**src/rtl/spi_master_pkg.sv**
```systemverilog
// Shared types and constants for the SPI master.
package spi_master_pkg;

    localparam int unsigned MAX_BITS = 32;
    localparam int unsigned WORD_W   = 32;
    localparam int unsigned NB_W     = 8;

    // Transaction handshake states.
    typedef enum logic [1:0] {
        IDLE,
        RUN,
        ACK
    } state_t;

    // Segments of one lane sequencer: lead delay, active part, idle part, finished.
    typedef enum logic [1:0] {
        SEG_LEAD,
        SEG_ON,
        SEG_OFF,
        SEG_DONE
    } seg_t;

    // Per-lane timing captured at acceptance.
    typedef struct packed {
        logic [WORD_W-1:0] lead;     // cycles before the first active part
        logic [WORD_W-1:0] on_len;   // active cycles per pulse (>= 1)
        logic [WORD_W-1:0] off_len;  // idle cycles per pulse (may be 0)
        logic [WORD_W-1:0] count;    // pulses; 0 means lane complete at t=0
        logic              tail;     // keep the idle part after the last pulse
    } phase_cfg_t;

    // Zero-length intervals behave as one cycle.
    function automatic logic [WORD_W-1:0] at_least_one(input logic [WORD_W-1:0] v);
        return (v == '0) ? WORD_W'(1) : v;
    endfunction

    // Bit counts beyond the word width are limited to the word width.
    function automatic logic [WORD_W-1:0] clamp_bits(input logic [NB_W-1:0] nb);
        return (WORD_W'(nb) > MAX_BITS) ? WORD_W'(MAX_BITS) : WORD_W'(nb);
    endfunction

endpackage

```
**src/rtl/spi_master_phase.sv**
```systemverilog
// Generic lead/period/count sequencer used for the sclk, mosi and miso lanes.
// active_c/strobe_c describe the NEXT cycle so the caller can register its output.
module spi_master_phase
    import spi_master_pkg::*;
(
    input  logic       clk,
    input  logic       rst,
    input  logic       load,
    input  phase_cfg_t cfg,
    output logic       strobe_c,
    output logic       active_c,
    output logic       done
);

    seg_t              seg_q, seg_d;
    logic [WORD_W-1:0] cnt_q, cnt_d;
    logic [WORD_W-1:0] bits_q, bits_d;
    phase_cfg_t        cfg_q, cfg_d;

    // Segment/counter registers; cnt counts cycles left in the current segment.
    always_ff @(posedge clk) begin
        if (rst) begin
            seg_q  <= SEG_DONE;
            cnt_q  <= '0;
            bits_q <= '0;
            cfg_q  <= '0;
            done   <= 1'b1;
        end else begin
            seg_q  <= seg_d;
            cnt_q  <= cnt_d;
            bits_q <= bits_d;
            cfg_q  <= cfg_d;
            done   <= (seg_d == SEG_DONE);
        end
    end

    // Next segment, counters and look-ahead strobes.
    always_comb begin
        seg_d  = seg_q;
        cnt_d  = cnt_q;
        bits_d = bits_q;
        cfg_d  = cfg_q;
        if (load) begin
            cfg_d = cfg;
            if (cfg.count == '0) begin
                seg_d  = SEG_DONE;
                cnt_d  = '0;
                bits_d = '0;
            end else if (cfg.lead == '0) begin
                seg_d  = SEG_ON;
                cnt_d  = cfg.on_len;
                bits_d = cfg.count;
            end else begin
                seg_d  = SEG_LEAD;
                cnt_d  = cfg.lead;
                bits_d = cfg.count;
            end
        end else begin
            case (seg_q)
                SEG_LEAD: begin
                    if (cnt_q == WORD_W'(1)) begin
                        seg_d = SEG_ON;
                        cnt_d = cfg_q.on_len;
                    end else begin
                        cnt_d = cnt_q - WORD_W'(1);
                    end
                end
                SEG_ON: begin
                    if (cnt_q != WORD_W'(1)) begin
                        cnt_d = cnt_q - WORD_W'(1);
                    end else if ((cfg_q.off_len != '0) && ((bits_q != WORD_W'(1)) || cfg_q.tail)) begin
                        seg_d = SEG_OFF;
                        cnt_d = cfg_q.off_len;
                    end else if (bits_q != WORD_W'(1)) begin
                        seg_d  = SEG_ON;
                        cnt_d  = cfg_q.on_len;
                        bits_d = bits_q - WORD_W'(1);
                    end else begin
                        seg_d  = SEG_DONE;
                        cnt_d  = '0;
                        bits_d = '0;
                    end
                end
                SEG_OFF: begin
                    if (cnt_q != WORD_W'(1)) begin
                        cnt_d = cnt_q - WORD_W'(1);
                    end else if (bits_q != WORD_W'(1)) begin
                        seg_d  = SEG_ON;
                        cnt_d  = cfg_q.on_len;
                        bits_d = bits_q - WORD_W'(1);
                    end else begin
                        seg_d  = SEG_DONE;
                        cnt_d  = '0;
                        bits_d = '0;
                    end
                end
                default: begin
                    seg_d = SEG_DONE;
                end
            endcase
        end
        active_c = (seg_d == SEG_ON);
        strobe_c = (seg_d == SEG_ON) && (load || (seg_q != SEG_ON) || (cnt_q == WORD_W'(1)));
    end

endmodule

```
**src/rtl/spi_master.sv**
```systemverilog
// Programmable-timing SPI master with four-phase request/ack handshake.
// Build option: SPI_MASTER_LOOPBACK_EN feeds mosi back as the serial input.
module spi_master
    import spi_master_pkg::*;
(
    input  logic              clk,
    input  logic              rst,
    input  logic              wr_req,
    input  logic              rd_req,
    input  logic [WORD_W-1:0] wr_data,
    input  logic [NB_W-1:0]   nb_mosi,
    input  logic [NB_W-1:0]   nb_miso,
    input  logic              y0_mosi,
    input  logic [WORD_W-1:0] n0_mosi,
    input  logic [WORD_W-1:0] n1_mosi,
    input  logic [WORD_W-1:0] n0_miso,
    input  logic [WORD_W-1:0] n1_miso,
    input  logic [WORD_W-1:0] nb_sclk,
    input  logic              y0_sclk,
    input  logic [WORD_W-1:0] n0_sclk,
    input  logic [WORD_W-1:0] n1_sclk,
    input  logic [WORD_W-1:0] n2_sclk,
    input  logic              miso,
    output logic              mosi,
    output logic              sclk,
    output logic [WORD_W-1:0] rd_data,
    output logic              ack
);

    state_t            state_q, state_d;
    logic              load;
    logic              y0s_l, y0m_l;
    logic              sample_q;
    logic [WORD_W-1:0] tx_sh_q, tx_sh_d;
    logic [WORD_W-1:0] nb_mosi_eff, nb_miso_eff;
    logic              sclk_d, mosi_d, ack_d;
    logic [WORD_W-1:0] rd_data_d;
    logic [WORD_W-1:0] sh_src;
    logic              y0s_eff, y0m_eff;
    logic              serial_in;

    phase_cfg_t        sclk_cfg, mosi_cfg, miso_cfg;
    logic              sclk_act_c, sclk_done, unused_sclk_strobe;
    logic              mosi_act_c, mosi_strobe_c, mosi_done;
    logic              miso_strobe_c, miso_done, unused_miso_act;

`ifdef SPI_MASTER_LOOPBACK_EN
    logic unused_miso;
    assign serial_in   = mosi;
    assign unused_miso = miso;
`else
    assign serial_in   = miso;
`endif

    assign nb_mosi_eff = clamp_bits(nb_mosi);
    assign nb_miso_eff = clamp_bits(nb_miso);

    // Lane timing from the live inputs; each sequencer captures it on load.
    always_comb begin
        sclk_cfg.lead    = n0_sclk;
        sclk_cfg.on_len  = at_least_one(n1_sclk);
        sclk_cfg.off_len = at_least_one(n2_sclk);
        sclk_cfg.count   = nb_sclk;
        sclk_cfg.tail    = 1'b1;

        mosi_cfg.lead    = n0_mosi;
        mosi_cfg.on_len  = at_least_one(n1_mosi);
        mosi_cfg.off_len = '0;
        mosi_cfg.count   = wr_req ? nb_mosi_eff : '0;
        mosi_cfg.tail    = 1'b0;

        miso_cfg.lead    = n0_mosi + n0_miso;
        miso_cfg.on_len  = WORD_W'(1);
        miso_cfg.off_len = at_least_one(n1_miso) - WORD_W'(1);
        miso_cfg.count   = rd_req ? nb_miso_eff : '0;
        miso_cfg.tail    = 1'b0;
    end

    spi_master_phase u_sclk_phase (
        .clk      (clk),
        .rst      (rst),
        .load     (load),
        .cfg      (sclk_cfg),
        .strobe_c (unused_sclk_strobe),
        .active_c (sclk_act_c),
        .done     (sclk_done)
    );

    spi_master_phase u_mosi_phase (
        .clk      (clk),
        .rst      (rst),
        .load     (load),
        .cfg      (mosi_cfg),
        .strobe_c (mosi_strobe_c),
        .active_c (mosi_act_c),
        .done     (mosi_done)
    );

    spi_master_phase u_miso_phase (
        .clk      (clk),
        .rst      (rst),
        .load     (load),
        .cfg      (miso_cfg),
        .strobe_c (miso_strobe_c),
        .active_c (unused_miso_act),
        .done     (miso_done)
    );

    // Handshake FSM: accept, run until all lanes finish, hold ack until requests drop.
    always_comb begin
        state_d = state_q;
        load    = 1'b0;
        case (state_q)
            IDLE: begin
                if (wr_req || rd_req) begin
                    state_d = RUN;
                    load    = 1'b1;
                end
            end
            RUN: begin
                if (sclk_done && mosi_done && miso_done) begin
                    state_d = ACK;
                end
            end
            ACK: begin
                if (!wr_req && !rd_req) begin
                    state_d = IDLE;
                end
            end
            default: begin
                state_d = IDLE;
            end
        endcase
    end

    // Next values of the registered serial outputs, shift register and receive word.
    always_comb begin
        y0s_eff   = load ? y0_sclk : y0s_l;
        y0m_eff   = load ? y0_mosi : y0m_l;
        sh_src    = load ? (wr_data << (MAX_BITS - nb_mosi_eff)) : tx_sh_q;
        tx_sh_d   = sh_src;
        ack_d     = (state_d == ACK);
        sclk_d    = (state_d == RUN) ? (y0s_eff ^ sclk_act_c) : y0_sclk;

        if (state_d != RUN) begin
            mosi_d = y0_mosi;
        end else if (!mosi_act_c) begin
            mosi_d = y0m_eff;
        end else if (mosi_strobe_c) begin
            mosi_d  = sh_src[MAX_BITS-1];
            tx_sh_d = sh_src << 1;
        end else begin
            mosi_d = mosi;
        end

        rd_data_d = rd_data;
        if (load && rd_req) begin
            rd_data_d = '0;
        end else if ((state_q == RUN) && sample_q) begin
            rd_data_d = {rd_data[WORD_W-2:0], serial_in};
        end
    end

    // State and output registers.
    always_ff @(posedge clk) begin
        if (rst) begin
            state_q  <= IDLE;
            ack      <= 1'b0;
            sclk     <= y0_sclk;
            mosi     <= y0_mosi;
            rd_data  <= '0;
            tx_sh_q  <= '0;
            y0s_l    <= 1'b0;
            y0m_l    <= 1'b0;
            sample_q <= 1'b0;
        end else begin
            state_q  <= state_d;
            ack      <= ack_d;
            sclk     <= sclk_d;
            mosi     <= mosi_d;
            rd_data  <= rd_data_d;
            tx_sh_q  <= tx_sh_d;
            sample_q <= miso_strobe_c;
            if (load) begin
                y0s_l <= y0_sclk;
                y0m_l <= y0_mosi;
            end
        end
    end

endmodule

```
**config.mk**
```make
export PLATFORM = sky130hd
export DESIGN_NAME = spi_master
export DESIGN_NICKNAME = d
export VERILOG_FILES = /design/src/rtl/spi_master_pkg.sv /design/src/rtl/spi_master_phase.sv /design/src/rtl/spi_master.sv
export SDC_FILE = /design/constraint.sdc
export NUM_CORES = 1
export LEC_CHECK = 0
export CORE_MARGIN = 2
export CORE_UTILIZATION = 64
export CTS_CLUSTER_SIZE = 16
export DETAILED_ROUTE_END_ITERATION = 8
export DONT_BUFFER_PORTS = 1
export PLACE_DENSITY = 0.91
export SYNTH_ARGS = -nofsm -noshare
export SYNTH_HDL_FRONTEND = slang
export SYNTH_SLANG_ARGS = --single-unit
```
**constraint.sdc**
```tcl
create_clock -name clk -period 7.91 [get_ports clk]
set_input_delay 0.791 -clock clk [delete_from_list [all_inputs] [get_ports clk]]
set_output_delay 0.791 -clock clk [all_outputs]
set_load 0.02 [all_outputs]
```
==> results of run 1 <==
state kept, by name, summed over array words and instances (netlist names), 2 cells and up:
name / count
u_miso_phase.cnt_q: 32
u_mosi_phase.bits_q: 32
u_sclk_phase.bits_q: 32
u_mosi_phase.cfg_q: 32
u_mosi_phase.cnt_q: 32
u_sclk_phase.cnt_q: 32
rd_data: 32
u_mosi_phase.seg_q: 2
u_sclk_phase.cfg_q: 65
state_q: 2
tx_sh_q: 32
u_miso_phase.cfg_q: 32
u_miso_phase.seg_q: 2
u_miso_phase.bits_q: 32
u_sclk_phase.seg_q: 2
per-stage QoR:
step	area, um2	hold WS (ps)	utilization	cells	total power, uW
finish	26890	280.3	0.6926	3858	7429
global route	26890	273.1	0.6925	3856	7808
CTS	26890	285.8	0.6924	3856	7350
detailed placement	25340	447.1	0.6527	3775	5146
global placement	25340	439.4	0.6527	3775	5037
floorplan	25300	432.1	-	3451	4581
where the power goes:
part / switching [uW] / leakage [uW] / internal [uW]
clock: 894 / 0.000769 / 1310
combinational: 1600 / 0.00564 / 955
sequential: 328 / 0.00331 / 2330
total: 2830 / 0.00971 / 4600
how the worst max path moves through the flow:
stage | start | endpoint | slack, ps | cells after the start
after floorplan | nb_mosi[7] | mosi | 3720 | 14
after global placement | nb_mosi[7] | tx_sh_q[18] | 3420 | 12
after detailed placement | nb_mosi[7] | mosi | 3270 | 13
after CTS | u_mosi_phase.cnt_q[12] | tx_sh_q[1] | 3550 | 11
after global routing | u_mosi_phase.cnt_q[20] | tx_sh_q[16] | 3120 | 11
final | u_mosi_phase.cnt_q[20] | tx_sh_q[1] | 3460 | 11
worst register-to-register path: cells and delay by family (launching register included):
kind,cells,cell delay [ps]
simple gates,6,2180
compound gates,4,1340
flops,1,370
buf+inv,1,390
cell families after synthesis:
kind of cell / count (synthesis) / synth area share
AND/OR/NAND/NOR: 1510 / 0.2815
buffers and inverters: 268 / 0.04154
XOR/XNOR: 144 / 0.04985
AO/OA/AOI/OAI: 1015 / 0.2467
flip-flops: 402 / 0.3185
adder cells (fa/ha/maj): 58 / 0.02898
multiplexers: 54 / 0.03303
per-layer routing:
layer | GRT usage | up-vias | share of wire
li1 | - | 12350 | -
met1 | 0.4969 | 12470 | 0.38
met2 | 0.6358 | 1732 | 0.45
met3 | 0.09551 | 322 | 0.11
met4 | 0.1913 | 8 | 0.055
met5 | 0 | - | 0.00071
area by class of cell:
cell class                      count  area (um2)
Antenna cell                        2       5.005
Multi-Input combinational cell   2781       16250
Inverter                           44       165.2
Tap cell                          518       648.1
Clock buffer                       61        1296
Timing Repair Buffer               30       225.2
Fill cell                        3182       11940
Sequential cell                   402        8058
Clock inverter                     20       245.2
synth_stat cells (35+ instances only):
library cell and number:
inv_1 42, a211oi_1 102, o211ai_1 35, nor3_1 158, nor2_1 422, xnor2_1 88, dfxtp_1 401, or3_1 37
a22oi_1 46, a21oi_1 379, nand2_1 494, nand4_1 39, o21ai_1 38, nor4_1 124, clkbuf_1 196, ha_1 57
xor2_1 56, o21ai_0 192, nand3_1 71
==> results.toml, run 1 <==
[clock_tree]
clk_pin_slew_ps = 60
htreeDepth = 2
cts_resized = 0
post_cts_buffers = 0
cts_tree = "yes"
cts-root-buf = "clkbuf_16"
max-clock-path-buffers = 3
clock_latency_ps = 590
cts_sinks = 402
cts_buffers = 44
postCtsHoldBufs = 0

[synthesis]
async_flop_share = 0
synth_top_cell_by_area = "dfxtp_1"
synth_seq_cells = 402
ys_seq_area_frac = 0.3185
ys_types = 94
syn_nets = 3820
synth_area_leaders = "dfxtp_1 32%, a21oi_1 7.5%, nand2_1 7.3%"
synth_area_per_cell_um2 = 7.332
synth_edf_count = 1
synth_ff_type = "dfxtp_1"
syn_inst = 3451
yosys_warnings = 0
syn_area_mm2 = 0.02530
synth.top_cell.area_share = 0.3173

[drt]
vias = 26880
antenna_left = 0
avgViaCountPerCell = 6.967
drc = 0
wl_per_cell_um = 22.00
drt_wl_total_um = 84880
drt_iter0_drc = 3497
dr.pass1.iters = 9

[setup_path]
slowest_stage = "o21a_1"
slowest_delay_ps = 940
reg2reg_from = "u_mosi_phase.cnt_q[20]"
critPathCaptureType = "register"
r2r_cells = 11
crit_fanout = 33
critical_path_arrival_ps = 4870
path_delay_family = "simple AND/OR/NAND/NOR gates"
path_cells = "or4_1 > nor4_2 > nand3_1 > a31oi_2 > buf_4 > o21ai_1 > nand2_1 > and2b_1 > o21a_1 > and2_1 > a211oi_1"
cp.required_ps = 8320
crit_path_start_kind = "register"
cp_num_buf_inv = 1
r2r_slack_ps = 3460
rr_endpoint = "tx_sh_q[1]"
critPathKind = "register to register"

[hold_path]
hold_end = "u_sclk_phase.cfg_q[70]"
worstHoldStart = "rst"
hold_path_class = "input port to register"
hold-path-cell-count = 1

[die]
core_mm2 = 0.03883
initial_core_util = 0.6516
rows = 72
fp.dieH_um = 202.8
die_x_um = 202.8
pin_count = 346
die_area_mm2 = 0.04114

[sta]
finalSetupTns_ps = 0
fmax_mhz = 224.5
period_needed_ps = 4454
hold_viol = 0
drv_slew = 0
fin_ws_ps = 3456
rsz0062_at_grt = "no"
skew_ps = 14.85
setup_violations = 0
slew_headroom = 0.1055
tightest_slew_ps = 1340
min_period_over_period = 0.5631

[power_and_ir_drop]
power-per-cell-area_mw_per_mm2 = 276.3
p_leak_uw = 0.009714
peakVddDrop_mv = 0.1985

[placed_design]
numPortBuffers = 0
hpwl_um = 60160
post-place-ws_ps = 3265
gp_congestion = 1.008

[cells_and_area]
final_cell_mix = "494 x nand2_1, 419 x nor2_1, 401 x dfxtp_1, 379 x a21oi_1, 191 x o21ai_0"
drive_above_1_share = 0.05392
synthToLayoutAreaGrowth_pct = 6.285
fin_nets = 3672
mostFrequentLayoutCell = "nand2_1"

[run_status]
status = "complete, no violations"

[global_route]
overflow = 0
grt_pass1_vias = 24830
grt_pass1_wl_um = 132700
antenna_found_initial = 6
grt_max_degree = 337
grt_use_total = 0.3947

[run]
max_cap_violations = 0
No activity file was read; power rests on OpenSTA's default activity.
==> run 2: changes to the inputs <==
Settings changed: ABC_AREA set to 1.
Clock period 7.91 ns to 4.35 ns, I/O delays scaled along.
==> run 2 against run 1 <==
First-iteration DRC count increased by 26%. Non-clock buffer count grew 53. Worst hold slack got worse by 270 ps. Wire length grew 14%. Largest power group is now combinational cells.
==> results.toml, run 2 <==
[sta]
fin_ws_ps = 959.8
period_needed_ps = 3390
setup_violations = 0
tightest_slew_ps = 1105
drv_slew = 0
min_period_over_period = 0.7794
rsz0062_at_grt = "no"
finalSetupTns_ps = 0
hold_viol = 0
skew_ps = 29.48
fmax_mhz = 295.0
slew_headroom = 0.2534

[setup_path]
rr_endpoint = "u_sclk_phase.cnt_q[4]"
critPathKind = "register to register"
critical_path_arrival_ps = 3900
crit_fanout = 54
r2r_cells = 8
critPathCaptureType = "register"
reg2reg_from = "state_q[1]"
cp_common_cell = "o21ai_0"
cp.required_ps = 4860
path_cells = "nor3_4 > buf_12 > o21ai_0 > inv_1 > o21ai_0 > o21ai_0 > a21oi_1 > nor2_1"
slowest_delay_ps = 820
cp-startpoint = "state_q[1]"
crit_path_start_kind = "register"
slowest_stage = "inv_1"
r2r_slack_ps = 960

[synthesis]
syn_inst = 4764
syn_nets = 5133
async_flop_share = 0
yosys_warnings = 0
synth_area_per_cell_um2 = 6.042
synthTopCellsByCount = "1119 x nand2_1, 589 x inv_1, 562 x nor2_1, 437 x o21ai_0, 401 x dfxtp_1"
synth_top_cell_by_area = "dfxtp_1"
synth_edf_count = 1
yosysMostFrequentCell = "nand2_1"
synth.top_cell.area_share = 0.2789
syn_area_mm2 = 0.02878
synth_area_leaders = "dfxtp_1 28%, nand2_1 15%, inv_1 7.7%"
ys_types = 65
ys_seq_area_frac = 0.2799
synth_seq_cells = 402
synth_ff_type = "dfxtp_1"

[global_route]
grt_pass1_vias = 29860
antenna_found_initial = 7
grt_pass1_wl_um = 153100
grt_max_degree = 135
grt_use_total = 0.3993
overflow = 0

[cells_and_area]
multiInputGateArea_mm2 = 0.01759
largest_reg_flops = 65
drive_above_1_share = 0.03947
regArea_mm2 = 0.008058
largest_register = "u_sclk_phase.cfg_q"
mostFrequentLayoutCell = "nand2_1"
nFillCells = 3891
final_cell_mix = "1119 x nand2_1, 589 x inv_1, 560 x nor2_1, 437 x o21ai_0, 401 x dfxtp_1"
synthToLayoutAreaGrowth_pct = 7.616
fin_nets = 5048

[drt]
vias = 32760
drt_iter0_drc = 4402
drc = 0
wl_per_cell_um = 18.27
dr.pass1.iters = 7
antenna_left = 0
drt_wl_total_um = 97040
avgViaCountPerCell = 6.168

[die]
pin_count = 346
core_mm2 = 0.04432
initial_core_util = 0.6495
fp.dieH_um = 216.1
die_x_um = 216.1
rows = 77
die_area_mm2 = 0.04669

[power_and_ir_drop]
finalPower_uw = 14620
power-per-cell-area_mw_per_mm2 = 471.9
peakVddDrop_mv = 0.3528
p_leak_uw = 0.01406

[clock_tree]
clk_pin_slew_ps = 70
cts_tree = "yes"
max-clock-path-buffers = 3
clock_latency_ps = 600
cts_buffers = 44
cts_sinks = 402
htreeDepth = 2
cts-root-buf = "clkbuf_16"
cts_resized = 0
post_cts_buffers = 0

[hold_path]
worstHoldStart = "n2_sclk[17]"
hold_path_class = "input port to register"
hold_end = "u_sclk_phase.cfg_q[50]"
hold-path-cell-count = 2

[placed_design]
gp_congestion = 1.015
hpwl_um = 69730
numPortBuffers = 0
post-place-ws_ps = 907.1

[run_status]
status = "complete, no violations"

[run]
max_cap_violations = 0
==> run 2: changes by cell type after synthesis, moves of 36 or more <==
| cell | change |
|---|---|
| a211oi_1 | -71 |
| a21oi_1 | -51 |
| a22oi_1 | -37 |
| clkbuf_1 | -53 |
| inv_1 | +547 |
| nand2_1 | +625 |
| nand3_1 | +247 |
| nand4_1 | +55 |
| nor2_1 | +140 |
| nor3_1 | -75 |
| nor4_1 | -49 |
| o21ai_0 | +245 |
| or3_1 | -36 |
| xnor2_1 | -48 |
==> run 2: how the worst max path moves through the flow <==
| stage | endpoint | cells after the start |
|---|---|---|
| after global placement | mosi | 20 |
| after CTS | u_sclk_phase.cnt_q[2] | 8 |
| after detailed placement | mosi | 20 |
| final | u_sclk_phase.cnt_q[4] | 8 |
| after global routing | u_sclk_phase.cnt_q[4] | 8 |
| after floorplan | mosi | 20 |
==> run 2: critical path, delay by kind of cell (launching register included) <==
family | cells | cell delay (ps)
AOI/OAI and AO/OA | 4 | 1180
buffers and inverters | 2 | 1150
and+or+nand+nor | 2 | 620
DFF | 1 | 360
==> run 2: kinds of logic (layout without fill, tap and decap cells) <==
group           count (synthesis)  after routing  synth area share
flops                         402            402            0.2799
xor+xnor                      121            121           0.03708
simple gates                 2331           2331            0.3468
other cells                     0              6                 0
mux                             2              2         0.0006955
buf+inv                       820            769            0.1100
fa+ha+maj                      58             58           0.02547
compound gates               1030           1030            0.2000
==> run 2: final cells by class <==
cell class / count / share of cell area
Clock buffer: 58 / 0.03987
Sequential cell: 402 / 0.2601
Tap cell: 592 / 0.02391
Antenna cell: 6 / 0.0004847
Inverter: 606 / 0.07376
Multi-Input combinational cell: 3542 / 0.5678
Timing Repair Buffer: 83 / 0.02553
Clock inverter: 22 / 0.008563
==> run 2: what timing repair did <==
item | CTS | global route
hold buffers | 50 | 0
endpoints found under the setup margin | 0 | 0
hold endpoints to repair | 108 | 0
==> run 2: stage by stage <==
stage                     hold slack, ps  utilization  instances  cell area (um2)
after global placement             447.3       0.6531       5175            28940
after global routing               18.09       0.6987       5307            30970
after detailed placement           453.7       0.6531       5175            28940
after floorplan                    439.9            -       4764            28780
final                              13.32       0.6990       5311            30980
after CTS                          1.070       0.6986       5305            30960
==> run 2: power breakdown <==
part	switching (uW)	internal (uW)	total (uW)
registers	601	4310	4910
logic	3840	1890	5730
clock network	1660	2310	3980
==> run 2: routing by layer <==
| metal | track usage | wire length [um] | up-vias |
|---|---|---|---|
| met1 | 0.5135 | 38120 | 14730 |
| li1 | - | - | 15610 |
| met5 | 0 | 26 | - |
| met2 | 0.6261 | 42380 | 2029 |
| met4 | 0.2025 | 5366 | 4 |
| met3 | 0.09418 | 11140 | 387 |
